**src/rtl/intersection_phase_arbiter.sv**
```systemverilog
// intersection_phase_arbiter: sequences a four-approach intersection through
// ALLRED -> GREEN -> YELLOW. Grants are chosen round-robin with minimum and
// maximum green limits. Approach 0 (the highway) is the rest grant.
// Optional feature macro: PREEMPT_EN compiles in the emergency-vehicle preempt.
// All outputs are registered from the next-state values.
module intersection_phase_arbiter #(
    parameter int unsigned YELLOW_TICKS = 3,
    parameter int unsigned ALLRED_TICKS = 2,
    parameter int unsigned MIN_GREEN    = 4,
    parameter int unsigned MAX_GREEN    = 10,
    parameter int unsigned CNT_W        = 4
) (
    input  logic       clk,
    input  logic       reset,
    input  logic       tick,
    input  logic [3:0] req,
    input  logic       preempt_vld,
    input  logic [1:0] preempt_dir,
    output logic [7:0] light,
    output logic [1:0] grant,
    output logic [1:0] phase,
    output logic       preempt_ack
);

    typedef enum logic [1:0] {
        ALLRED = 2'd0,
        GREEN  = 2'd1,
        YELLOW = 2'd2
    } state_t;

    localparam logic [CNT_W-1:0] YEL_C = CNT_W'(YELLOW_TICKS);
    localparam logic [CNT_W-1:0] AR_C  = CNT_W'(ALLRED_TICKS);
    localparam logic [CNT_W-1:0] MIN_C = CNT_W'(MIN_GREEN);
    localparam logic [CNT_W-1:0] MAX_C = CNT_W'(MAX_GREEN);

    state_t           state, state_nxt;
    logic [CNT_W-1:0] timer, timer_nxt, t_inc;
    logic [1:0]       grant_nxt, last, last_nxt;
    logic [1:0]       rr_sel, rr_idx, sel;
    logic             rr_hit, other, pre_act;
    logic [7:0]       light_nxt;
    logic [1:0]       phase_nxt;
    logic             ack_nxt;

`ifdef PREEMPT_EN
    assign pre_act = preempt_vld;
`else
    logic unused_preempt;
    assign pre_act        = 1'b0;
    assign unused_preempt = ^{preempt_vld, preempt_dir};
`endif

    // Timer value after this cycle's tick, saturating at the max-green limit.
    always_comb begin
        t_inc = timer;
        if (tick && (timer < MAX_C)) begin
            t_inc = timer + 1'b1;
        end
    end

    // Round-robin search from last+1 upward; last itself is checked last.
    always_comb begin
        rr_sel = 2'd0;
        rr_hit = 1'b0;
        rr_idx = 2'd0;
        for (int unsigned k = 1; k <= 4; k++) begin
            rr_idx = last + 2'(k);
            if (!rr_hit && req[rr_idx]) begin
                rr_sel = rr_idx;
                rr_hit = 1'b1;
            end
        end
    end

    assign sel   = pre_act ? preempt_dir : (rr_hit ? rr_sel : 2'd0);
    assign other = |(req & ~(4'b0001 << grant));

    // Next-state, timer, grant and registered-output values.
    always_comb begin
        state_nxt = state;
        timer_nxt = t_inc;
        grant_nxt = grant;
        last_nxt  = last;
        case (state)
            ALLRED: begin
                if (tick && (t_inc >= AR_C)) begin
                    state_nxt = GREEN;
                    timer_nxt = '0;
                    grant_nxt = sel;
                    last_nxt  = sel;
                end
            end
            GREEN: begin
                if (pre_act && (preempt_dir != grant)) begin
                    state_nxt = YELLOW;
                    timer_nxt = '0;
                end else if (!pre_act && tick && (t_inc >= MIN_C) && other &&
                             (!req[grant] || (t_inc >= MAX_C))) begin
                    state_nxt = YELLOW;
                    timer_nxt = '0;
                end
            end
            YELLOW: begin
                if (tick && (t_inc >= YEL_C)) begin
                    state_nxt = ALLRED;
                    timer_nxt = '0;
                end
            end
            default: begin
                state_nxt = ALLRED;
                timer_nxt = '0;
            end
        endcase

        light_nxt = '0;
        if (state_nxt == GREEN) begin
            light_nxt = 8'h02 << {grant_nxt, 1'b0};
        end else if (state_nxt == YELLOW) begin
            light_nxt = 8'h01 << {grant_nxt, 1'b0};
        end
        phase_nxt = state_nxt;
        ack_nxt   = pre_act && (state_nxt == GREEN) && (grant_nxt == preempt_dir);
    end

    // State, timer, arbitration pointer and output registers.
    always_ff @(posedge clk or negedge reset) begin
        if (!reset) begin
            state       <= ALLRED;
            timer       <= '0;
            last        <= 2'd3;
            grant       <= 2'd0;
            light       <= '0;
            phase       <= 2'd0;
            preempt_ack <= 1'b0;
        end else begin
            state       <= state_nxt;
            timer       <= timer_nxt;
            last        <= last_nxt;
            grant       <= grant_nxt;
            light       <= light_nxt;
            phase       <= phase_nxt;
            preempt_ack <= ack_nxt;
        end
    end

endmodule

```
**config.mk**
```make
export PLATFORM = sky130hd
export DESIGN_NAME = intersection_phase_arbiter
export DESIGN_NICKNAME = d
export VERILOG_FILES = /design/src/rtl/intersection_phase_arbiter.sv
export SDC_FILE = /design/constraint.sdc
export NUM_CORES = 1
export LEC_CHECK = 0
export CORE_MARGIN = 5
export CORE_UTILIZATION = 40
export DETAILED_ROUTE_END_ITERATION = 8
export DONT_BUFFER_PORTS = 1
export GPL_ROUTABILITY_DRIVEN = 0
export SYNTH_ARGS = -nofsm -noshare
export SYNTH_HDL_FRONTEND = slang
export SYNTH_SLANG_ARGS = --single-unit
export TNS_END_PERCENT = 10
```
**constraint.sdc**
```tcl
create_clock -name clk -period 1.9 [get_ports clk]
set_input_delay 0.19 -clock clk [delete_from_list [all_inputs] [get_ports clk]]
set_output_delay 0.19 -clock clk [all_outputs]
set_load 0.05 [all_outputs]
```
==> results.tsv, run 1 <==
stage	metric	value	unit
logic_synthesis	Synth Warn #	0	
worst_setup_path	crit-path cells	ha_4 -> nand2_1 -> o32ai_1 -> a31oi_2 -> buf_4 -> o21ai_4 -> a22oi_1	
detailed_routing	vias	981	
floorplan	row count	19	
sta	Tcrit/Tclk final	94.64	%
worst_setup_path	CP required	2070	ps
hold_path	hold wc startpoint	tick	
hold_path	WHS Path Cells	2	
worst_setup_path	WP buf/inv	1	
cts	CTS tree	done	
grt	largest net degree at the start of global routing	19	
run_status	status	complete, no violations	
sta	Max Slew Vio Count	0	
power	Pleak	0.5854	nW
detailed_routing	Vias/cell	5.839	
floorplan	num ports	23	
cts	worst skew pair latency	290	ps
sta	Rel. slew slack	48.31	%
grt	M3 GR Usage	4.663	%
cts	Worst-path clk slew	100	ps
cts	CTS max path bufs	2	
logic_synthesis	synthesized instance count	123	
logic_synthesis	ranking of synthesized cells by area	dfrtp_1 (33%), dfstp_2 (4.4%), nand2_1 (4.4%)	
worst_setup_path	worst flop-to-flop path endpoint	light[7]	
logic_synthesis	Post-synth EDFFs	0	
logic_synthesis	post-synthesis cell type count	48	
floorplan	die width	64.71	um
power	P per Cell Area	1641	mW/mm2
detailed_routing	mean routed wirelength per cell	15.86	um
flow_run	Max-Cap Viols	0	
floorplan	CORE AREA	0.002805	mm2
detailed_routing	DR iter-0 viols	90	
grt	vias in the first global route	971	
sta	Clock Skew	5.551	ps
worst_setup_path	critical path's largest stage delay	420	ps
cells_and_area	register area	452.9	um2
placed_design	hpwl dp	2.003	mm
grt	antenna violations before repair	0	
sta	PnR worst setup slack	101.9	ps
cts	CTS sink cnt	18	
logic_synthesis	async set-or-reset flop fraction in the synthesized netlist	100.0	%
worst_setup_path	FF-to-FF setup slack	100	ps
detailed_routing	antenna viol nets, final	0	
logic_synthesis	Post-Syn Area	0.001197	mm2
logic_synthesis	synthesized net count	134	
logic_synthesis	Synth Area per Inst	9.735	um2
grt	global routing's busiest layer	met2	
detailed_routing	Total Wirelength	2.665	mm
logic_synthesis	dominant synthesized flop cell	dfrtp_1	
worst_setup_path	critical path capture point type	flip-flop	
floorplan	Die Height	64.71	um
cts	H-tree Lvls	1	
cells_and_area	area grow syn2layout	14.63	%
worst_setup_path	family with the most delay on the worst path	compound AO/OA/AOI/OAI gates	
hold_path	Hold Path Class	in2reg	
logic_synthesis	sequential element share of the synthesized area	37.83	%
sta	Worst Max-Slew Pin Slew	772.8	ps
worst_setup_path	R2R depth	7	
sta	WHS	71.87	ps
cells_and_area	Antenna Cells	0	
worst_setup_path	Max Fanout on Critical Path	5	
worst_setup_path	reg-to-reg critical path startpoint	timer[0]	
detailed_routing	# DRC	0	
sta	Tmin final	1798	ps
cells_and_area	net count reported at finish	149	
grt	M2 GR Usage	22.09	%
grt	met1 usage	19.78	%
sta	final hold violations	0	
worst_setup_path	Worst Setup Start Kind	flip-flop	
sta	Fmax achieved	556.1	MHz
detailed_routing	Detailed Routing Iterations Pass 1	4	
cts	CTS buffer count	3	
logic_synthesis	proportion of netlist area held by the largest area contributor	33.44	%
cts	CTS Root Cell	clkbuf_4	
grt	total grt overflow	0	
floorplan	die area	0.004187	mm2
cells_and_area	Filler Cell Count	266	
worst_setup_path	worst path arrival time	1960	ps
cells_and_area	share of cells above drive strength 1	31.39	%
grt	gr usage total	14.18	%
placed_design	DP Worst Slack	-18.38	ps
cells_and_area	footprint of the multi-input gates	699.4	um2
logic_synthesis	cell taking the most area after synthesis	dfrtp_1	
hold_path	Hold EP	timer[3]	
worst_setup_path	WS Path Type	reg2reg	
worst_setup_path	Worst path slowest cell	dfrtp_1	
grt	global-route wire length before repair	4.712	mm
floorplan	Initial Util	42.69	%
sta	Setup-failing EPs final	0	
power	Worst VDD drop	0.9487	mV
logic_synthesis	Synth Register Bits	18	
placed_design	port bufs	0	
[sequential cells by signal, summed over array words and instances (netlist names)]
register and cells:
light 8, last 2, grant 2, state 2, timer 4
[routing by layer]
layer | vias up | part of all wire, %
met2 | 28 | 46
met5 | - | 0
met3 | 0 | 6.2
met1 | 479 | 48
li1 | 474 | -
met4 | 0 | 0
[per-stage QoR]
step                power, W  cells  TNS [ps]  area [um2]  utilization [%]
global placement    0.001908    161         0        1280            45.63
global route        0.002427    168    -1.627        1373            48.93
detailed placement  0.001922    161    -26.19        1280            45.63
floorplan           0.001642    123         0        1197                -
finish              0.002252    168         0        1373            48.93
CTS                 0.002166    166         0        1326            47.28
[layout by cell type, fill, tap and decap left out, types with 3 or more instances in the layout]
| cell | n |
|---|---|
| a21oi_1 | 6 |
| a21oi_2 | 3 |
| a22oi_1 | 3 |
| buf_4 | 15 |
| clkbuf_4 | 3 |
| dfrtp_1 | 16 |
| inv_1 | 5 |
| mux2i_1 | 4 |
| nand2_1 | 13 |
| nand3_1 | 3 |
| nor2_1 | 11 |
| nor2b_1 | 5 |
[logic make-up (layout without fill, tap and decap cells)]
| family | count (synthesis) | count (layout) | synth area share, % |
|---|---|---|---|
| simple gates | 45 | 45 | 19.02 |
| compound gates | 37 | 38 | 27.27 |
| flops | 18 | 18 | 37.83 |
| buf+inv | 13 | 26 | 7.000 |
| mux | 6 | 6 | 6.061 |
| xor+xnor | 2 | 2 | 1.463 |
| fa+ha+maj | 1 | 1 | 1.045 |
| other cells | 1 | 1 | 0.3132 |
[worst register-to-register path, stage by stage (launching register included)]
cell and delay, ps:
dfrtp_1 420, ha_4 310, nand2_1 50, o32ai_1 280, a31oi_2 130, buf_4 170
o21ai_4 200, a22oi_1 120
[how the worst max path moves through the flow]
stage	endpoint	from	slack, ps	cells after the start
after floorplan	light[3]	grant[1]	20	6
after global placement	light[7]	timer[0]	30	6
after detailed placement	light[7]	timer[0]	-20	6
after CTS	light[7]	timer[0]	9	6
after global routing	timer[2]	timer[0]	-2	7
final	light[7]	timer[0]	100	7
[power breakdown]
part | internal [W] | switching, W
Clock | 0.000117 | 0.000117
Combinational | 0.000517 | 0.000707
Sequential | 0.000519 | 0.000276
[layout make-up]
class | count | share of cell area [%]
Clock buffer | 4 | 2.644
Inverter | 6 | 1.641
Multi-Input combinational cell | 93 | 50.96
Sequential cell | 18 | 33.00
Tap cell | 31 | 2.826
Timing Repair Buffer | 16 | 8.933
[synth_stat cells, types with 2 or more instances]
cell type,number
inv_1,5
a21oi_2,2
nor2_1,11
a21oi_1,7
nand3b_1,2
buf_4,3
a21o_1,2
mux2i_1,5
nand3_1,4
a211oi_1,2
dfstp_2,2
o31ai_4,2
a31oi_2,2
buf_6,3
o21ai_0,2
dfrtp_1,16
a22oi_1,3
nand2_1,14
nor2b_1,5
a41oi_1,2
or2_2,2
[repair_timing]
action	4_1_cts	5_1_grt
setup buffers	0	1
gates resized for setup	0	7
endpoints found under the setup margin	5	16
pin swaps	1	5
cloned	0	1
endpoints found under the hold margin	18	0
hold buffers	1	0
(Power assumes the default switching activity.)
==> run 2, diff against run 1 <==
Settings changed: CELL_PAD_IN_SITES_DETAIL_PLACEMENT set to 0, CELL_PAD_IN_SITES_GLOBAL_PLACEMENT set to 1, PLACE_DENSITY_LB_ADDON set to 0.1.
==> run 2 against run 1 <==
Cell area increased by 2.4%. Global-route usage up 0.11 points. Sequential share of layout area down 0.76 points. Clock power about the same. Worst setup slack about the same. Die area stayed put. Sequential cell count stayed put. Maximum frequency is essentially flat. Power rose by 2.2%. Worst hold slack worse by 3.7 ps. Clock skew shrank 3.5 ps. Critical endpoint is now light[3].
==> results.tsv, run 2 (synthesized netlist as in run 1, its figures left out) <==
stage	metric	value	unit	change
cts	CTS buffer count	3		unchanged
detailed_routing	antenna viol nets, final	0		unchanged
worst_setup_path	WS Path Type	reg2reg		
sta	Rel. slew slack	47.83	%	-0.48 points
sta	Tcrit/Tclk final	94.63	%	about the same
detailed_routing	vias	1001		+2.0%
power	Seq pwr share	33.8	%	-1.5 points
detailed_routing	Vias/cell	5.820		-0.33%
cts	worst skew pair latency	290	ps	about the same
grt	antenna violations before repair	0		unchanged
floorplan	row count	19		unchanged
cts	CTS Root Cell	clkbuf_4		
placed_design	hpwl dp	2.045	mm	+2.1%
flow_run	Max-Cap Viols	0		unchanged
grt	vias in the first global route	993		+2.3%
worst_setup_path	Worst Setup Start Kind	flip-flop		
cells_and_area	share of cells above drive strength 1	33.33	%	+1.9 points
floorplan	die area	0.004187	mm2	unchanged
power	Gate power share	56.2	%	+1.9 points
cts	H-tree Lvls	1		unchanged
power	Worst VDD drop	0.7968	mV	-16%
sta	Setup-failing EPs final	0		unchanged
sta	WHS	68.21	ps	-3.665 ps
cells_and_area	Antenna Cells	0		unchanged
power	Psw	0.001116	W	+1.5%
sta	unrepaired setup endpoints after global routing	true		
grt	global-route wire length before repair	4.650	mm	-1.3%
hold_path	Hold Path Class	in2reg		
detailed_routing	Total Wirelength	2.798	mm	+5.0%
worst_setup_path	critical path capture point type	flip-flop		
floorplan	Initial Util	42.69	%	unchanged
run_status	status	complete, no violations		
detailed_routing	Detailed Routing Iterations Pass 1	4		unchanged
power	clock power share	10.0	%	-0.4 points
floorplan	die width	64.71	um	unchanged
detailed_routing	DR iter-0 viols	44		-51%
cts	CTS sink cnt	18		unchanged
sta	Clock Skew	2.075	ps	-3.476 ps
worst_setup_path	CP required	2060	ps	about the same
power	Cell Int Power	0.001185	W	+2.8%
cells_and_area	most frequent cells in the layout	buf_4 (19), dfrtp_1 (16), nand2_1 (13)		
cells_and_area	biggest regs	light x8, timer x4		
grt	total grt overflow	0		unchanged
cells_and_area	Finished Cell Area	0.001405	mm2	+2.4%
power	Power Total	0.002301	W	+2.2%
cells_and_area	Top reg by flops	light		
sta	Worst Max-Slew Pin Slew	780.0	ps	+7.213 ps
cts	CTS max path bufs	2		unchanged
grt	gr usage total	14.29	%	+0.11 points
placed_design	port bufs	0		unchanged
sta	setup TNS	0	ps	unchanged
detailed_routing	mean routed wirelength per cell	16.27	um	+2.5%
cts	Worst-path clk slew	100	ps	about the same
cells_and_area	max reg flops	8		unchanged
detailed_routing	# DRC	0		unchanged
worst_setup_path	worst path arrival time	1960	ps	about the same
sta	Fmax achieved	556.2	MHz	about the same
cts	CTS tree	done		
placed_design	placed inst area	0.001303	mm2	+1.8%
cells_and_area	net count reported at finish	153		+2.7%
cells_and_area	Filler Cell Count	266		unchanged
floorplan	num ports	23		unchanged
worst_setup_path	Max Fanout on Critical Path	5		unchanged
sta	Tmin final	1798	ps	-0.08100 ps
sta	PnR worst setup slack	102.0	ps	+0.08100 ps
power	Pleak	0.6077	nW	+3.8%
cells_and_area	area grow syn2layout	17.35	%	
cells_and_area	commonest non-fill, non-tap cell in the layout	buf_4		
placed_design	DP Worst Slack	41.08	ps	+59.46 ps
power	P per Cell Area	1638	mW/mm2	-0.18%
floorplan	CORE AREA	0.002805	mm2	unchanged
sta	final hold violations	0		unchanged
grt	largest net degree at the start of global routing	19		unchanged
sta	Max Slew Vio Count	0		unchanged
floorplan	Die Height	64.71	um	unchanged
power	Switching Share	48.50	%	-0.32 points
## run 2: changes by cell type in the layout (fill, tap and decap cells not counted), sizes merged
cell / change
buf: +4
## run 2: power by group through the flow
stage / registers [W] / logic, W / clock network, W
5_1_grt: 0.000797 / 0.00140 / 0.000259
6_report: 0.000778 / 0.00129 / 0.000230
2_1_floorplan: 0.000876 / 0.000766 / 0
3_3_place_gp: 0.000779 / 0.00116 / 0
4_1_cts: 0.000770 / 0.00122 / 0.000241
3_5_place_dp: 0.000779 / 0.00118 / 0
## run 2: routing by layer
metal  share of wire, %  routed length (um)  track usage, %
met5                  0                   0               0
met1                 43                1205           16.45
met4                1.4                  38           3.166
met3                5.0                 139           5.009
met2                 51                1415           25.42
## run 2: path summary, 6_finish.rpt
| kind | cells after the start | slack, ps | endpoint | from |
|---|---|---|---|---|
| min reg2reg | 2 | 520 | last[1] | last[1] |
| min in group asynchronous | 1 | 410 | light[3] | reset |
| min | 2 | 70 | timer[3] | tick |
| max | 6 | 100 | light[3] | timer[1] |
| max in group asynchronous | 1 | 1000 | light[2] | reset |
| max reg2reg | 6 | 100 | light[3] | timer[1] |
## run 2: through the flow
step | instances | utilization [%]
floorplan | 123 | -
global placement | 164 | 46.43
detailed placement | 164 | 46.43
CTS | 170 | 48.39
global route | 172 | 50.09
finish | 172 | 50.09
## run 2: area by class of cell
cell class | count | area (um2) | share of cell area, %
inverters | 6 | 22.52 | 1.603
multi-input cells | 93 | 701.9 | 49.96
well taps | 31 | 38.79 | 2.760
repair buffers | 20 | 152.6 | 10.86
flip-flops and latches | 18 | 452.9 | 32.24
clock buffers | 4 | 36.28 | 2.582
## run 2: what timing repair did
item,in CTS,in global routing
buffers inserted,0,2
hold buffers,1,0
cloned,1,0
resized for setup,0,7
pin swaps,2,4
setup endpoints to repair,1,16
hold endpoints to repair,18,0
## run 2: critical path, stage by stage, from the launching register on
cell and delay, ps:
dfrtp_1 430, ha_4 190, and2_4 160, a31oi_2 280, nand3_1 240, o21ai_4 250
a22oi_1 120
